[src/rtl/pipeline_hazard_if.sv]
// Signal bundle between the pipeline datapath and the hazard controller.
// The master side is the datapath/bench, the slave side is the controller.
interface pipeline_hazard_if #(
    parameter int CNT_W = 32
);
    logic [4:0]       idRs1;
    logic [4:0]       idRs2;
    logic             idUseRs1;
    logic             idUseRs2;
    logic             exMEMRead;
    logic [4:0]       exRegDes;
    logic             exBranchTaken;
    logic             memMEMRead;
    logic             memMEMWrite;
    logic             dmemReady;
    logic             dmemReq;
    logic             pcStall;
    logic             ifidStall;
    logic             ifidFlush;
    logic             idexStall;
    logic             idexFlush;
    logic             exmemStall;
    logic             memwbBubble;
    logic             memTimeout;
    logic [CNT_W-1:0] stallCycles;
    logic [CNT_W-1:0] flushCount;

    modport master (
        output idRs1, idRs2, idUseRs1, idUseRs2, exMEMRead, exRegDes,
               exBranchTaken, memMEMRead, memMEMWrite, dmemReady,
        input  dmemReq, pcStall, ifidStall, ifidFlush, idexStall, idexFlush,
               exmemStall, memwbBubble, memTimeout, stallCycles, flushCount
    );

    modport slave (
        input  idRs1, idRs2, idUseRs1, idUseRs2, exMEMRead, exRegDes,
               exBranchTaken, memMEMRead, memMEMWrite, dmemReady,
        output dmemReq, pcStall, ifidStall, ifidFlush, idexStall, idexFlush,
               exmemStall, memwbBubble, memTimeout, stallCycles, flushCount
    );
endinterface

[src/rtl/pipeline_hazard_ctrl.sv]
// Stall/flush controller for a 5-stage RISC-V pipeline: load-use, branch
// redirect and a timed data-memory handshake, plus stall/flush counters.
module pipeline_hazard_ctrl #(
    parameter int TIMEOUT = 16,
    parameter int CNT_W   = 32
) (
    input logic              clk,
    input logic              rst,
    pipeline_hazard_if.slave hz
);
    typedef enum logic [1:0] {
        ST_RUN   = 2'd0,
        ST_WAIT  = 2'd1,
        ST_ABORT = 2'd2
    } state_t;

    localparam logic [7:0]       WAIT_LAST = 8'(TIMEOUT - 1);
    localparam logic [CNT_W-1:0] CNT_ONE   = {{(CNT_W-1){1'b0}}, 1'b1};
    localparam logic [CNT_W-1:0] CNT_MAX   = {CNT_W{1'b1}};

    state_t           state_r;
    state_t           state_s;
    logic [7:0]       wait_cnt_r;
    logic [7:0]       wait_cnt_s;
    logic             mem_access_s;
    logic             mem_stall_s;
    logic             dmem_req_s;
    logic             abort_s;
    logic             load_use_s;
    logic             pc_stall_s;
    logic             ifid_stall_s;
    logic             ifid_flush_s;
    logic             idex_stall_s;
    logic             idex_flush_s;
    logic             exmem_stall_s;
    logic             memwb_bubble_s;
    logic             mem_timeout_r;
    logic [CNT_W-1:0] stall_cnt_r;
    logic [CNT_W-1:0] flush_cnt_r;

    assign mem_access_s = hz.memMEMRead | hz.memMEMWrite;

    // x0 is hard-wired zero, so a load targeting it can never create a hazard
    assign load_use_s = hz.exMEMRead && (hz.exRegDes != 5'd0) &&
                        ((hz.idUseRs1 && (hz.idRs1 == hz.exRegDes)) ||
                         (hz.idUseRs2 && (hz.idRs2 == hz.exRegDes)));

    // Memory-handshake FSM state and wait counter
    always_ff @(posedge clk or posedge rst) begin
        if (rst) begin
            state_r    <= ST_RUN;
            wait_cnt_r <= 8'd0;
        end else begin
            state_r    <= state_s;
            wait_cnt_r <= wait_cnt_s;
        end
    end

    // Memory-handshake FSM next state; the RUN cycle itself counts as the first stall
    always_comb begin
        state_s     = state_r;
        wait_cnt_s  = wait_cnt_r;
        mem_stall_s = 1'b0;
        dmem_req_s  = 1'b0;
        abort_s     = 1'b0;
        case (state_r)
            ST_RUN: begin
                dmem_req_s = mem_access_s;
                if (mem_access_s && !hz.dmemReady) begin
                    mem_stall_s = 1'b1;
                    wait_cnt_s  = 8'd1;
                    state_s     = ST_WAIT;
                end else begin
                    state_s = ST_RUN;
                end
            end
            ST_WAIT: begin
                dmem_req_s = 1'b1;
                if (hz.dmemReady) begin
                    state_s = ST_RUN;
                end else if (wait_cnt_r == WAIT_LAST) begin
                    mem_stall_s = 1'b1;
                    state_s     = ST_ABORT;
                end else begin
                    mem_stall_s = 1'b1;
                    wait_cnt_s  = wait_cnt_r + 8'd1;
                end
            end
            ST_ABORT: begin
                abort_s = 1'b1;
                state_s = ST_RUN;
            end
            default: begin
                state_s    = ST_RUN;
                wait_cnt_s = 8'd0;
            end
        endcase
    end

    // Pipeline controls with priority memory stall > branch > load-use
    always_comb begin
        pc_stall_s     = 1'b0;
        ifid_stall_s   = 1'b0;
        ifid_flush_s   = 1'b0;
        idex_stall_s   = 1'b0;
        idex_flush_s   = 1'b0;
        exmem_stall_s  = 1'b0;
        memwb_bubble_s = 1'b0;
        if (rst) begin
            memwb_bubble_s = 1'b0;
        end else if (mem_stall_s) begin
            pc_stall_s     = 1'b1;
            ifid_stall_s   = 1'b1;
            idex_stall_s   = 1'b1;
            exmem_stall_s  = 1'b1;
            memwb_bubble_s = 1'b1;
        end else begin
            memwb_bubble_s = abort_s;
            if (hz.exBranchTaken) begin
                ifid_flush_s = 1'b1;
                idex_flush_s = 1'b1;
            end else if (load_use_s) begin
                pc_stall_s   = 1'b1;
                ifid_stall_s = 1'b1;
                idex_flush_s = 1'b1;
            end else begin
                idex_flush_s = 1'b0;
            end
        end
    end

    // Sticky timeout flag and saturating performance counters
    always_ff @(posedge clk or posedge rst) begin
        if (rst) begin
            mem_timeout_r <= 1'b0;
            stall_cnt_r   <= {CNT_W{1'b0}};
            flush_cnt_r   <= {CNT_W{1'b0}};
        end else begin
            if (state_r == ST_ABORT) begin
                mem_timeout_r <= 1'b1;
            end else begin
                mem_timeout_r <= mem_timeout_r;
            end
            if (pc_stall_s && (stall_cnt_r != CNT_MAX)) begin
                stall_cnt_r <= stall_cnt_r + CNT_ONE;
            end else begin
                stall_cnt_r <= stall_cnt_r;
            end
            if (ifid_flush_s && (flush_cnt_r != CNT_MAX)) begin
                flush_cnt_r <= flush_cnt_r + CNT_ONE;
            end else begin
                flush_cnt_r <= flush_cnt_r;
            end
        end
    end

    assign hz.dmemReq     = dmem_req_s & ~rst;
    assign hz.pcStall     = pc_stall_s;
    assign hz.ifidStall   = ifid_stall_s;
    assign hz.ifidFlush   = ifid_flush_s;
    assign hz.idexStall   = idex_stall_s;
    assign hz.idexFlush   = idex_flush_s;
    assign hz.exmemStall  = exmem_stall_s;
    assign hz.memwbBubble = memwb_bubble_s;
    assign hz.memTimeout  = mem_timeout_r;
    assign hz.stallCycles = stall_cnt_r;
    assign hz.flushCount  = flush_cnt_r;
endmodule

[src/flat_wrapper.sv]
// flat-port wrapper written by rule: the top's interface ports become plain ports
module pipeline_hazard_ctrl_flat 
#(
    parameter int TIMEOUT = 16,
    parameter int CNT_W   = 32
)
  (clk, rst, hz_idRs1, hz_idRs2, hz_idUseRs1, hz_idUseRs2, hz_exMEMRead, hz_exRegDes, hz_exBranchTaken, hz_memMEMRead, hz_memMEMWrite, hz_dmemReady, hz_dmemReq, hz_pcStall, hz_ifidStall, hz_ifidFlush, hz_idexStall, hz_idexFlush, hz_exmemStall, hz_memwbBubble, hz_memTimeout, hz_stallCycles, hz_flushCount);
  pipeline_hazard_if #(.CNT_W(CNT_W)) hz_i ();
  input logic clk;
  input logic rst;
  input wire logic [$bits(hz_i.idRs1)-1:0] hz_idRs1;
  input wire logic [$bits(hz_i.idRs2)-1:0] hz_idRs2;
  input wire logic [$bits(hz_i.idUseRs1)-1:0] hz_idUseRs1;
  input wire logic [$bits(hz_i.idUseRs2)-1:0] hz_idUseRs2;
  input wire logic [$bits(hz_i.exMEMRead)-1:0] hz_exMEMRead;
  input wire logic [$bits(hz_i.exRegDes)-1:0] hz_exRegDes;
  input wire logic [$bits(hz_i.exBranchTaken)-1:0] hz_exBranchTaken;
  input wire logic [$bits(hz_i.memMEMRead)-1:0] hz_memMEMRead;
  input wire logic [$bits(hz_i.memMEMWrite)-1:0] hz_memMEMWrite;
  input wire logic [$bits(hz_i.dmemReady)-1:0] hz_dmemReady;
  output wire logic [$bits(hz_i.dmemReq)-1:0] hz_dmemReq;
  output wire logic [$bits(hz_i.pcStall)-1:0] hz_pcStall;
  output wire logic [$bits(hz_i.ifidStall)-1:0] hz_ifidStall;
  output wire logic [$bits(hz_i.ifidFlush)-1:0] hz_ifidFlush;
  output wire logic [$bits(hz_i.idexStall)-1:0] hz_idexStall;
  output wire logic [$bits(hz_i.idexFlush)-1:0] hz_idexFlush;
  output wire logic [$bits(hz_i.exmemStall)-1:0] hz_exmemStall;
  output wire logic [$bits(hz_i.memwbBubble)-1:0] hz_memwbBubble;
  output wire logic [$bits(hz_i.memTimeout)-1:0] hz_memTimeout;
  output wire logic [$bits(hz_i.stallCycles)-1:0] hz_stallCycles;
  output wire logic [$bits(hz_i.flushCount)-1:0] hz_flushCount;
  assign hz_i.idRs1 = hz_idRs1;
  assign hz_i.idRs2 = hz_idRs2;
  assign hz_i.idUseRs1 = hz_idUseRs1;
  assign hz_i.idUseRs2 = hz_idUseRs2;
  assign hz_i.exMEMRead = hz_exMEMRead;
  assign hz_i.exRegDes = hz_exRegDes;
  assign hz_i.exBranchTaken = hz_exBranchTaken;
  assign hz_i.memMEMRead = hz_memMEMRead;
  assign hz_i.memMEMWrite = hz_memMEMWrite;
  assign hz_i.dmemReady = hz_dmemReady;
  assign hz_dmemReq = hz_i.dmemReq;
  assign hz_pcStall = hz_i.pcStall;
  assign hz_ifidStall = hz_i.ifidStall;
  assign hz_ifidFlush = hz_i.ifidFlush;
  assign hz_idexStall = hz_i.idexStall;
  assign hz_idexFlush = hz_i.idexFlush;
  assign hz_exmemStall = hz_i.exmemStall;
  assign hz_memwbBubble = hz_i.memwbBubble;
  assign hz_memTimeout = hz_i.memTimeout;
  assign hz_stallCycles = hz_i.stallCycles;
  assign hz_flushCount = hz_i.flushCount;
  pipeline_hazard_ctrl #(.TIMEOUT(TIMEOUT), .CNT_W(CNT_W)) u_core (.clk(clk), .rst(rst), .hz(hz_i));
endmodule
[config.mk]
export PLATFORM = sky130hd
export DESIGN_NAME = pipeline_hazard_ctrl_flat
export DESIGN_NICKNAME = d
export VERILOG_FILES = /design/src/rtl/pipeline_hazard_if.sv /design/src/rtl/pipeline_hazard_ctrl.sv /design/src/flat_wrapper.sv
export SDC_FILE = /design/constraint.sdc
export NUM_CORES = 1
export LEC_CHECK = 0
export CORE_ASPECT_RATIO = 1.5
export CORE_UTILIZATION = 40
export DETAILED_ROUTE_END_ITERATION = 10
export PLACE_DENSITY = 0.71
export SYNTH_ARGS = -nofsm -noshare
export SYNTH_HDL_FRONTEND = slang
export SYNTH_SLANG_ARGS = --single-unit
[constraint.sdc]
create_clock -name clk -period 4 [get_ports clk]
set_input_delay 0.8 -clock clk [delete_from_list [all_inputs] [get_ports clk]]
set_output_delay 0.8 -clock clk [all_outputs]
set_load 0.05 [all_outputs]
; Word-level counts from Yosys, hierarchy flattened
; Cells that the tools add are included.
[word_totals]
output_inout_bits = 73
reg_bits = 75
[classes]
n_bitwise = 4
reduce_logical = 12
n_addsub = 3
mux = 27
n_eq_ne = 11
[op_table]
columns = operator, n
row1 = 32-bit by 1-bit adder with 32-bit output (second input constant), 2
row2 = 32-bit inequality test (second input constant), 2
row3 = 8-bit two-way mux, 3
row4 = 8-bit case mux with 3 select lines, 1
row5 = 1-bit two-way mux, 18
row6 = 5-bit equality test, 2
row7 = 8-bit by 1-bit adder with 8-bit output (second input constant), 1
row8 = 8-bit by 4-bit equality test with 1-bit output (second input constant), 1
row9 = 1-bit logical AND, 7
row10 = 5-bit nonzero test, 1
row11 = 2-bit two-way mux, 2
row12 = 2-bit inequality test (second input constant), 2
row13 = 1-bit case mux with 2 select lines, 2
row14 = 2-bit case mux with 2 select lines, 1
row15 = 4-bit AND reduction, 1
row16 = 3-bit by 2-bit inequality test with 1-bit output (second input constant), 1
row17 = 2-bit by 1-bit equality test with 1-bit output (second input constant), 1
row18 = 2-bit equality test (second input constant), 1
row19 = 2-bit zero test, 1
row20 = 2-bit by 1-bit inequality test with 1-bit output (second input constant), 1
row21 = 1-bit NOT, 2
row22 = 1-bit bitwise AND, 1
row23 = 1-bit zero test, 1
row24 = 1-bit logical OR, 1
row25 = 1-bit bitwise OR, 1

; Longest topological paths before layout
; Gate-level depths: netlist of the first run.
[depth]
depth_word = 9
mapped_depth = 8
mapped_depth_nobuf = 7

; Worst setup path after synthesis of the first run
; Ideal clock, no wire load.
[synth_timing]
kind = input -> output
startpoint = input hz_dmemReady
endpoint = output hz_pcStall
t_required_ns = 3.200
slack_ns = -0.753
path_buffers = 2
arrival_time_ns = 3.953
stages = 6
path_cell_list = or2_2 nor3_1 nor2_1 clkbuf_1 nor2b_1 buf_4
[synth_via]
elab_chain_cells = 6
word_cells_on_any_way = 7
cone_classes = mux (5) / reduce/logical (2)
[synth_lines]
columns = item, line_no
row1 = start: declaration, flat_wrapper.sv:20  ; input wire logic [$bits(hz_i.dmemReady)-1:0] hz_dmemReady;
row2 = 1-bit zero test, pipeline_hazard_ctrl.sv:69  ; if (mem_access_s && !hz.dmemReady) begin
row3 = 1-bit logical AND, pipeline_hazard_ctrl.sv:69
row4 = 1-bit two-way mux, pipeline_hazard_ctrl.sv:69
row5 = 1-bit case mux with 2 select lines *, pipeline_hazard_ctrl.sv:66  ; case (state_r)
row6 = 1-bit two-way mux * (2 in a row), -
row7 = end: declaration, flat_wrapper.sv:22  ; output wire logic [$bits(hz_i.pcStall)-1:0] hz_pcStall;
; Every way passes the cells marked *; elsewhere a longest branch is shown, timed or not.

; Worst setup path after layout of the first run
[layout_timing]
startpoint = input hz_dmemReady
endpoint = output hz_exmemStall
[layout_via]
elab_chain_cells = 6
word_cells_on_any_way = 7
cone_classes = mux (5) / reduce/logical (2)
[layout_lines]
columns = item, line_no
row1 = 1-bit zero test, pipeline_hazard_ctrl.sv:69
row2 = 1-bit logical AND, pipeline_hazard_ctrl.sv:69
row3 = 1-bit two-way mux, pipeline_hazard_ctrl.sv:69
row4 = 1-bit case mux with 2 select lines *, pipeline_hazard_ctrl.sv:66
row5 = 1-bit two-way mux *, pipeline_hazard_ctrl.sv:111  ; end else if (mem_stall_s) begin
row6 = 1-bit two-way mux *, pipeline_hazard_ctrl.sv:109  ; if (rst) begin
row7 = end: declaration, flat_wrapper.sv:27  ; output wire logic [$bits(hz_i.exmemStall)-1:0] hz_exmemStall;
; Marked as above.

==> reports/results.tsv, run 1 <==
metric	value	unit
status	completed	
Top-Level Pins	97	
Final setup viols	0	
syn_area_per_cell	10.0	um^2
clock slew at reported path FFs	0.06	ns
top cell type by total area after synthesis	dfrtp_1	
worst r2r dst	u_core.hz.stallCycles[1]$_DFFE_PP0P_	
TritonCTS clock tree	built	
Die ar.	10100	um^2
# rows	43	
Clock Skew	0.00695	ns
maxcap violations	0	
Netlist cell types	46	
final net count	512	
syn nets	414	
proportion of synthesized chip area in sequential cells	0.485	
initial antenna violation count	0	
CP Capture Type	primary output	
origin of the critical flop-to-flop path	u_core.hz.stallCycles[9]$_DFFE_PP0P_	
All-Layer GR Usage	0.201	
Iter 0 DRT Violations	127	
Vias	3266	
worst hold path class	reg2reg	
setup slack after layout	0.445	ns
list of most frequent post-synthesis cells	dfrtp_1, xor2_1, nor2_1	
Setup TNS Final	0	ns
most frequent cell after synthesis	dfrtp_1	
Post-CTS Setup Inserts	0	
fraction of layout cells with a size suffix above 1	0.0755	
detailed-placement wirelength estimate	6620	um
Slew @ Worst Pin	0.978	ns
Lkg Pwr	0.00227	uW
antenna viol nets, final	0	
Starting Density	0.416	
Slew HR	0.348	
Clock Tree Root	clkbuf_16	
grt ovf	0	
DRC Markers	0	
flops & latches, synth	75	
drt pass-1 iters	4	
synth top area cells	dfrtp_1, xor2_1, xnor2_1	
Resize count post-CTS	0	
Final min period	3.56	ns
Register-to-Register Path Depth	6	
core footprint	9310	um^2
vias in the first global route	3248	
Clock Latency Late Sink	0.35	ns
Post-Syn Instances	387	
part of the cycle the worst path needs	0.889	
post-DR vias/cell	5.43	
hold_buf cts	0	
worst hold start	u_core.hz.memTimeout$_DFFE_PP0P_	
YS warnings	0	
reg2reg setup slack	1.60	ns
Hold EP	u_core.hz.memTimeout$_DFFE_PP0P_	
Peak Freq	281	MHz
RSZ-0062 raised after global routing	false	
worst-path fanout max	4	
Setup crit start kind	primary input	
Post-synth EDFFs	0	
CP Class	in2out	
Cells on Worst Hold Path	1	
Antenna Cells	0	
Port Buffers	96	
first-pass GRT wire length	15100	um
Final Hold Viols	0	
CTS Buf Count	9	
pre-CTS setup slack	0.431	ns
dominant synthesized flop cell	dfrtp_1	
final-report max-slew violation count	0	
Max clock buf depth	2	
CP startpoint	hz_dmemReady	
gpl congestion	0.790	
htree depth	3	
post-DR wirelength/cell	15.6	um
WP data required	3.20	ns
Post-synth ARST share	1.00	
crit path DAT	2.76	ns
Peak VDD IR	0.413	mV
drt total wl	9400	um
die height	122	um
die width	82.3	um
# clock sinks	75	
cell area after synthesis	3870	um^2
largest net degree at the start of global routing	76	
post-synth top area share	0.485	
Area Overhead vs Synth	35.5	%
overall power	2210	uW
pwr dens	422	nW/um^2
[state kept, by name, indices dropped and copies added (netlist names)]
| signal | cells |
|---|---|
| u_core.hz.flushCount | 32 |
| u_core.hz.memTimeout | 1 |
| u_core.hz.stallCycles | 32 |
| u_core.state_r | 2 |
| u_core.wait_cnt_r | 8 |
[cells in the final DEF (no fill, tap or decap), types with 2 or more instances in the layout]
cell             netlist  layout
a211o_1                2       2
a211oi_1               2       2
a21oi_1                3       3
and3_1                 7       7
and4_1                 3       3
buf_12                 0       3
buf_4                  2       3
clkbuf_1               3       2
clkbuf_16              0       9
clkdlybuf4s50_1        0      92
clkinvlp_4             0       2
dfrtp_1               75      75
ha_1                   3       3
inv_1                  9       8
mux2_2                 3       3
nand2_1               34      34
nand2b_1               5       5
nand3_1               24      24
nand4_1               21      21
nor2_1                40      39
nor3_1                18      17
nor3_2                 1       2
nor3b_1                3       3
nor4_1                18      18
nor4b_1                2       2
o21ba_2                2       2
or2_2                  2       2
or3_1                  5       5
or4_1                  2       2
xnor2_1               33      33
xor2_1                42      42
[critical path: stages]
cell	delay, ns
clkdlybuf4s50_1	0.44
or2_2	0.36
nor3_2	0.28
clkdlybuf4s50_1	0.88
[area by class of cell]
cell class / count / area, um^2
fill: 818 / 4070
tap: 112 / 140
clock inverter: 5 / 62.6
timing repair buffer: 98 / 1000
inverter: 9 / 33.8
clock buffer: 11 / 233
multi-input combinational: 292 / 1890
sequential: 75 / 1880
[stage by stage]
step,cells,cell area [um^2],hold slack (ns),util
after floorplan,387,3880,0.472,-
after detailed placement,586,4950,0.465,0.532
after CTS,602,5240,0.481,0.563
final,602,5240,0.473,0.563
after global placement,586,4950,0.450,0.532
after global routing,602,5240,0.513,0.563
[cells by family (layout without fill, tap and decap cells)]
family | count (synthesis) | in the layout | share of synthesized area
mux | 3 | 3 | 0.00873
flops | 75 | 75 | 0.485
simple gates | 192 | 192 | 0.258
xor+xnor | 75 | 75 | 0.170
fa+ha+maj | 3 | 3 | 0.00970
compound gates | 19 | 19 | 0.0401
buf+inv | 20 | 123 | 0.0281
[per-layer routing]
| metal | global-route usage | vias up | part of all wire |
|---|---|---|---|
| met5 | 0 | - | 0 |
| met4 | 0.125 | 0 | 0.033 |
| met3 | 0.0349 | 25 | 0.040 |
| met2 | 0.356 | 78 | 0.53 |
| met1 | 0.214 | 1611 | 0.39 |
| li1 | - | 1552 | - |
[worst max-delay path by stage]
stage	end	cells past startpoint
CTS	hz_exmemStall	4
global placement	hz_idexStall	4
detailed placement	hz_exmemStall	4
global route	hz_exmemStall	4
floorplan	hz_ifidFlush	3
finish	hz_exmemStall	4
[power by group]
| part | internal, uW | total [uW] | switching [uW] |
|---|---|---|---|
| Combinational | 181 | 490 | 309 |
| Clock | 486 | 811 | 325 |
| Sequential | 818 | 911 | 92.9 |
| Total | 1490 | 2210 | 727 |
(Power assumes the default switching activity.)
==> inputs of run 2 (changes only) <==
--- a/config.mk
+++ b/config.mk
@@ -6,9 +6,10 @@
 export NUM_CORES = 1
 export LEC_CHECK = 0
 export CORE_ASPECT_RATIO = 1.5
-export CORE_UTILIZATION = 40
+export CORE_UTILIZATION = 25
 export DETAILED_ROUTE_END_ITERATION = 10
-export PLACE_DENSITY = 0.71
+export PLACE_DENSITY = 0.5
+export SKIP_CTS_REPAIR_TIMING = 1
 export SYNTH_ARGS = -nofsm -noshare
 export SYNTH_HDL_FRONTEND = slang
 export SYNTH_SLANG_ARGS = --single-unit
==> reports/results.tsv, run 2 (synthesis gave the netlist of run 1 again) <==
metric	value	unit	change
status	completed		
first-pass GRT wire length	17000	um	+12%
# rows	55		+28%
drt pass-1 iters	4		unchanged
Max clock buf depth	2		unchanged
worst setup path end	hz_idexStall		
Final min period	3.56	ns	+0.00449 ns
antenna viol nets, final	0		unchanged
worst r2r dst	u_core.hz.stallCycles[1]$_DFFE_PP0P_		
Area Overhead vs Synth	39.2	%	
CP Class	in2out		
# clock sinks	75		unchanged
Lkg Pwr	0.00229	uW	+0.93%
Slew @ Worst Pin	0.675	ns	-0.302 ns
CTS Buf Count	9		unchanged
Die ar.	16000	um^2	+59%
drt total wl	9990	um	+6.4%
detailed-placement wirelength estimate	7390	um	+12%
WP data required	3.20	ns	about the same
Min Hold Slack	0.466	ns	-0.00685 ns
Antenna Cells	0		unchanged
All-Layer GR Usage	0.132		-0.0685
Clock Tree Root	clkbuf_16		
largest net degree at the start of global routing	44		-42%
Slew HR	0.546		+0.197
core footprint	15100	um^2	+62%
reg2reg setup slack	1.54	ns	-0.06 ns
Setup crit start kind	primary input		
Peak VDD IR	0.381	mV	-7.7%
DRC Markers	0		unchanged
maxcap violations	0		unchanged
post-DR wirelength/cell	14.5	um	-7.2%
Top-Level Pins	97		unchanged
Vias	3175		-2.8%
vias in the first global route	3290		+1.3%
grt ovf	0		unchanged
TritonCTS clock tree	built		
final-report max-slew violation count	0		unchanged
Final Hold Viols	0		unchanged
clock slew at reported path FFs	0.06	ns	about the same
Starting Density	0.257		-0.159
origin of the critical flop-to-flop path	u_core.hz.stallCycles[9]$_DFFE_PP0P_		
initial antenna violation count	0		unchanged
CP startpoint	hz_dmemReady		
Clock Latency Late Sink	0.33	ns	-0.02 ns
pwr dens	420	nW/um^2	-0.54%
gpl congestion	0.734		-7.1%
die height	154	um	+26%
commonest non-fill, non-tap cells in the layout	clkdlybuf4s50_1, dfrtp_1, xor2_1, nor2_1, nand2_1		
fraction of layout cells with a size suffix above 1	0.0774		+0.00188
final net count	513		+0.20%
fin util	0.357		-0.206
worst hold path class	reg2reg		
post-DR vias/cell	4.60		-15%
CP Capture Type	primary output		
crit path DAT	2.76	ns	about the same
htree depth	3		unchanged
part of the cycle the worst path needs	0.890		+0.00112
commonest non-fill, non-tap cell in the layout	clkdlybuf4s50_1		
Clock Skew	0.00687	ns	-0.0000785 ns
Port Buffers	96		unchanged
Iter 0 DRT Violations	49		-61%
die width	104	um	+26%
worst-path fanout max	4		unchanged
Peak Freq	281	MHz	-0.13%
RSZ-0062 raised after global routing	false		
Setup TNS Final	0	ns	unchanged
Register-to-Register Path Depth	6		unchanged
Final setup viols	0		unchanged
-- run 2: changes by cell type in the layout (fill, tap and decap cells not counted) --
| cell | previous run | this run |
|---|---|---|
| clkinv_4 | 1 | 0 |
| clkinvlp_4 | 2 | 1 |
| clkinv_2 | 0 | 2 |
| inv_6 | 1 | 0 |
| bufinv_16 | 1 | 2 |
| buf_12 | 3 | 4 |
-- run 2: layout make-up --
cell class,instances,area (um^2)
Tap cell,199,249
Timing Repair Buffer,99,1020
Inverter,9,33.8
Clock buffer,11,233
Clock inverter,5,77.6
Sequential cell,75,1880
Fill cell,1542,9680
Multi-Input combinational cell,292,1890
-- run 2: worst min path at each step --
stage                                           from                               end  slack [ns]  cells past startpoint
global route        u_core.hz.memTimeout$_DFFE_PP0P_  u_core.hz.memTimeout$_DFFE_PP0P_        0.50                      1
CTS                 u_core.hz.memTimeout$_DFFE_PP0P_  u_core.hz.memTimeout$_DFFE_PP0P_        0.47                      1
detailed placement  u_core.hz.memTimeout$_DFFE_PP0P_  u_core.hz.memTimeout$_DFFE_PP0P_        0.46                      1
floorplan           u_core.wait_cnt_r[1]$_DFFE_PP0P_  u_core.wait_cnt_r[1]$_DFFE_PP0P_        0.47                      2
finish              u_core.hz.memTimeout$_DFFE_PP0P_  u_core.hz.memTimeout$_DFFE_PP0P_        0.47                      1
global placement    u_core.hz.memTimeout$_DFFE_PP0P_  u_core.hz.memTimeout$_DFFE_PP0P_        0.45                      1
-- run 2: worst max-delay path, stage by stage --
cell and delay (ns):
clkdlybuf4s50_1 0.45, or2_2 0.36, nor3_2 0.27, clkdlybuf4s50_1 0.87
-- run 2: through the flow --
step	area [um^2]	total power [uW]	cells	setup slack (ns)
after floorplan	3880	1230	387	0.0114
after global placement	5080	1420	674	0.456
after detailed placement	5080	1420	674	0.430
after CTS	5390	2300	690	0.421
after global routing	5390	2360	690	0.354
final	5390	2260	690	0.440
-- run 2: power by group --
part           leakage (uW)  switching (uW)  internal [uW]  total (uW)
clock              0.000150             310            545         855
sequential         0.000998            96.1            818         914
combinational       0.00114             310            182         492
-- run 2: per-layer routing --
metal | GRT usage | wire length (um)
met1 | 0.147 | 4170
met2 | 0.250 | 5370
met3 | 0.0249 | 313
met4 | 0.0476 | 137
met5 | 0 | 0
==> inputs of run 3 (changes only) <==
==> constraint.sdc (replaced) <==
create_clock -name clk -period 4.1 [get_ports clk]
set_input_delay 0.82 -clock clk [delete_from_list [all_inputs] [get_ports clk]]
set_output_delay 0.82 -clock clk [all_outputs]
set_load 0.05 [all_outputs]
==> reports/results.tsv, run 3 (synthesis gave the netlist of run 1 again) <==
metric	value	unit	change
status	completed		
WP data required	3.28	ns	+0.08 ns
commonest non-fill, non-tap cell in the layout	clkdlybuf4s50_1		
Post-Place Cells	673		-0.15%
die height	154	um	unchanged
pwr dens	429	nW/um^2	+2.1%
Antenna Cells	0		unchanged
final net count	512		-0.19%
Clock Skew	0.00653	ns	-0.000338 ns
switching power total	710	uW	-0.78%
Slew @ Worst Pin	0.992	ns	+0.317 ns
drt total wl	9950	um	-0.43%
Fillers	1473		-4.5%
final-report max-slew violation count	0		unchanged
Setup TNS Final	0	ns	unchanged
Lkg Pwr	0.00229	uW	+0.19%
Top-Level Pins	97		unchanged
switching part of the total	0.308		-0.00878
die width	104	um	unchanged
vias in the first global route	3252		-1.2%
gpl congestion	0.728		-0.71%
commonest non-fill, non-tap cells in the layout	clkdlybuf4s50_1, dfrtp_1, xor2_1, nor2_1, nand2_1		
Max clock buf depth	2		unchanged
part of the cycle the worst path needs	0.877		
Buf+Inv Stages, Crit Path	2		unchanged
clock slew at reported path FFs	0.06	ns	about the same
post-DR wirelength/cell	14.5	um	-0.14%
fin util	0.357		about the same
slowest library cell on the worst path	clkdlybuf4s50_1		
Port Buffers	96		unchanged
grt ovf	0		unchanged
maxcap violations	0		unchanged
core footprint	15100	um^2	unchanged
first-pass GRT wire length	16600	um	-2.2%
Final setup viols	0		unchanged
htree depth	3		unchanged
DRC Markers	0		unchanged
antenna viol nets, final	0		unchanged
Clock Tree Root	clkbuf_16		
worst-path fanout max	4		unchanged
All-Layer GR Usage	0.129		-0.00391
largest net degree at the start of global routing	76		+73%
Peak VDD IR	0.314	mV	-18%
worst hold path class	reg2reg		
RSZ-0062 raised after global routing	false		
Logic pwr share	0.207		-0.011
Internal Power	1600	uW	+3.4%
CP cell instances	clkdlybuf4s50_1, or2_2, nor3_2, clkdlybuf4s50_1		
drt pass-1 iters	4		unchanged
TritonCTS clock tree	built		
initial antenna violation count	0		unchanged
Die ar.	16000	um^2	unchanged
Vias	3183		+0.25%
CP Class	in2out		
Starting Density	0.257		unchanged
CTS Buf Count	9		unchanged
clock power share	0.406		+0.028
Slew HR	0.338		-0.207
Largest delay share family, worst path	buffers and inverters		
crit path DAT	2.78	ns	+0.02 ns
CP Capture Type	primary output		
Area Overhead vs Synth	39.1	%	about the same
sequential power share	0.387		-0.017
Final min period	3.60	ns	
delay of the slowest critical-path stage	0.88	ns	about the same
post-DR vias/cell	4.63		+0.54%
Layout Cells excl Fill	688		-0.29%
detailed-placement wirelength estimate	7170	um	-3.1%
Setup crit start kind	primary input		
Peak Freq	278	MHz	
fraction of layout cells with a size suffix above 1	0.0777		+0.000317
Iter 0 DRT Violations	55		+12%
most used cell, CP	clkdlybuf4s50_1		
# rows	55		unchanged
Final Hold Viols	0		unchanged
# clock sinks	75		unchanged
Clock Latency Late Sink	0.33	ns	about the same
-- run 3: cell types whose count changed in the layout (fill, tap and decap cells not counted) --
cell,change
bufinv_16,+1
buf_4,+2
buf_12,-3
clkinv_2,-2
clkbuf_1,-2
clkbuf_8,+2
-- run 3: layout make-up --
class	instances	area, um^2	area share
tap	199	249	0.0463
timing repair buffer	98	978	0.182
multi-input combinational	292	1890	0.352
sequential	75	1880	0.349
clock inverter	4	97.6	0.0181
clock buffer	11	253	0.0470
inverter	9	33.8	0.00628
-- run 3: routing by layer --
| metal | GRT usage | wire, um |
|---|---|---|
| met1 | 0.142 | 4140 |
| met2 | 0.240 | 5390 |
| met3 | 0.0303 | 322 |
| met4 | 0.0428 | 95 |
| met5 | 0 | 0 |
-- run 3: worst reg2reg max path: stages (launching register included) --
cell	delay, ns
dfrtp_1	0.46
nand4_1	0.22
nor4_1	0.60
nand3_1	0.17
nand2_2	0.44
nor2_1	0.14
mux2_2	0.29
-- run 3: path summary, 6_finish.rpt --
path                                                           start                                    to  slack (ns)  cells past startpoint
worst max-delay path                                    hz_dmemReady                         hz_exmemStall        0.50                      4
worst min-delay path                u_core.hz.memTimeout$_DFFE_PP0P_      u_core.hz.memTimeout$_DFFE_PP0P_        0.48                      1
worst max register to register  u_core.hz.stallCycles[9]$_DFFE_PP0P_  u_core.hz.stallCycles[1]$_DFFE_PP0P_        1.66                      6
worst min register to register      u_core.hz.memTimeout$_DFFE_PP0P_      u_core.hz.memTimeout$_DFFE_PP0P_        0.48                      1
max in group asynchronous                                        rst  u_core.hz.flushCount[12]$_DFFE_PP0P_        2.15                      3
min in group asynchronous                                        rst         u_core.state_r[1]$_DFFE_PP0P_        1.32                      3
-- run 3: per-stage QoR --
stage                     instance area [um^2]  power (uW)  hold WS (ns)  setup WS (ns)
after floorplan                           3880        1200         0.472         0.0714
after global placement                    5030        1380         0.451          0.514
after CTS                                 5380        2340         0.483          0.492
final                                     5380        2310         0.484          0.503
after global routing                      5380        2400         0.511          0.444
after detailed placement                  5030        1390         0.461          0.505
-- run 3: power by group through the flow --
stage                     Clock [uW]  Sequential (uW)  Combinational, uW
after CTS                        961              893                483
after detailed placement           0              905                481
after floorplan                    0             1050                150
final                            938              892                477
after global placement             0              905                475
after global routing             986              906                509
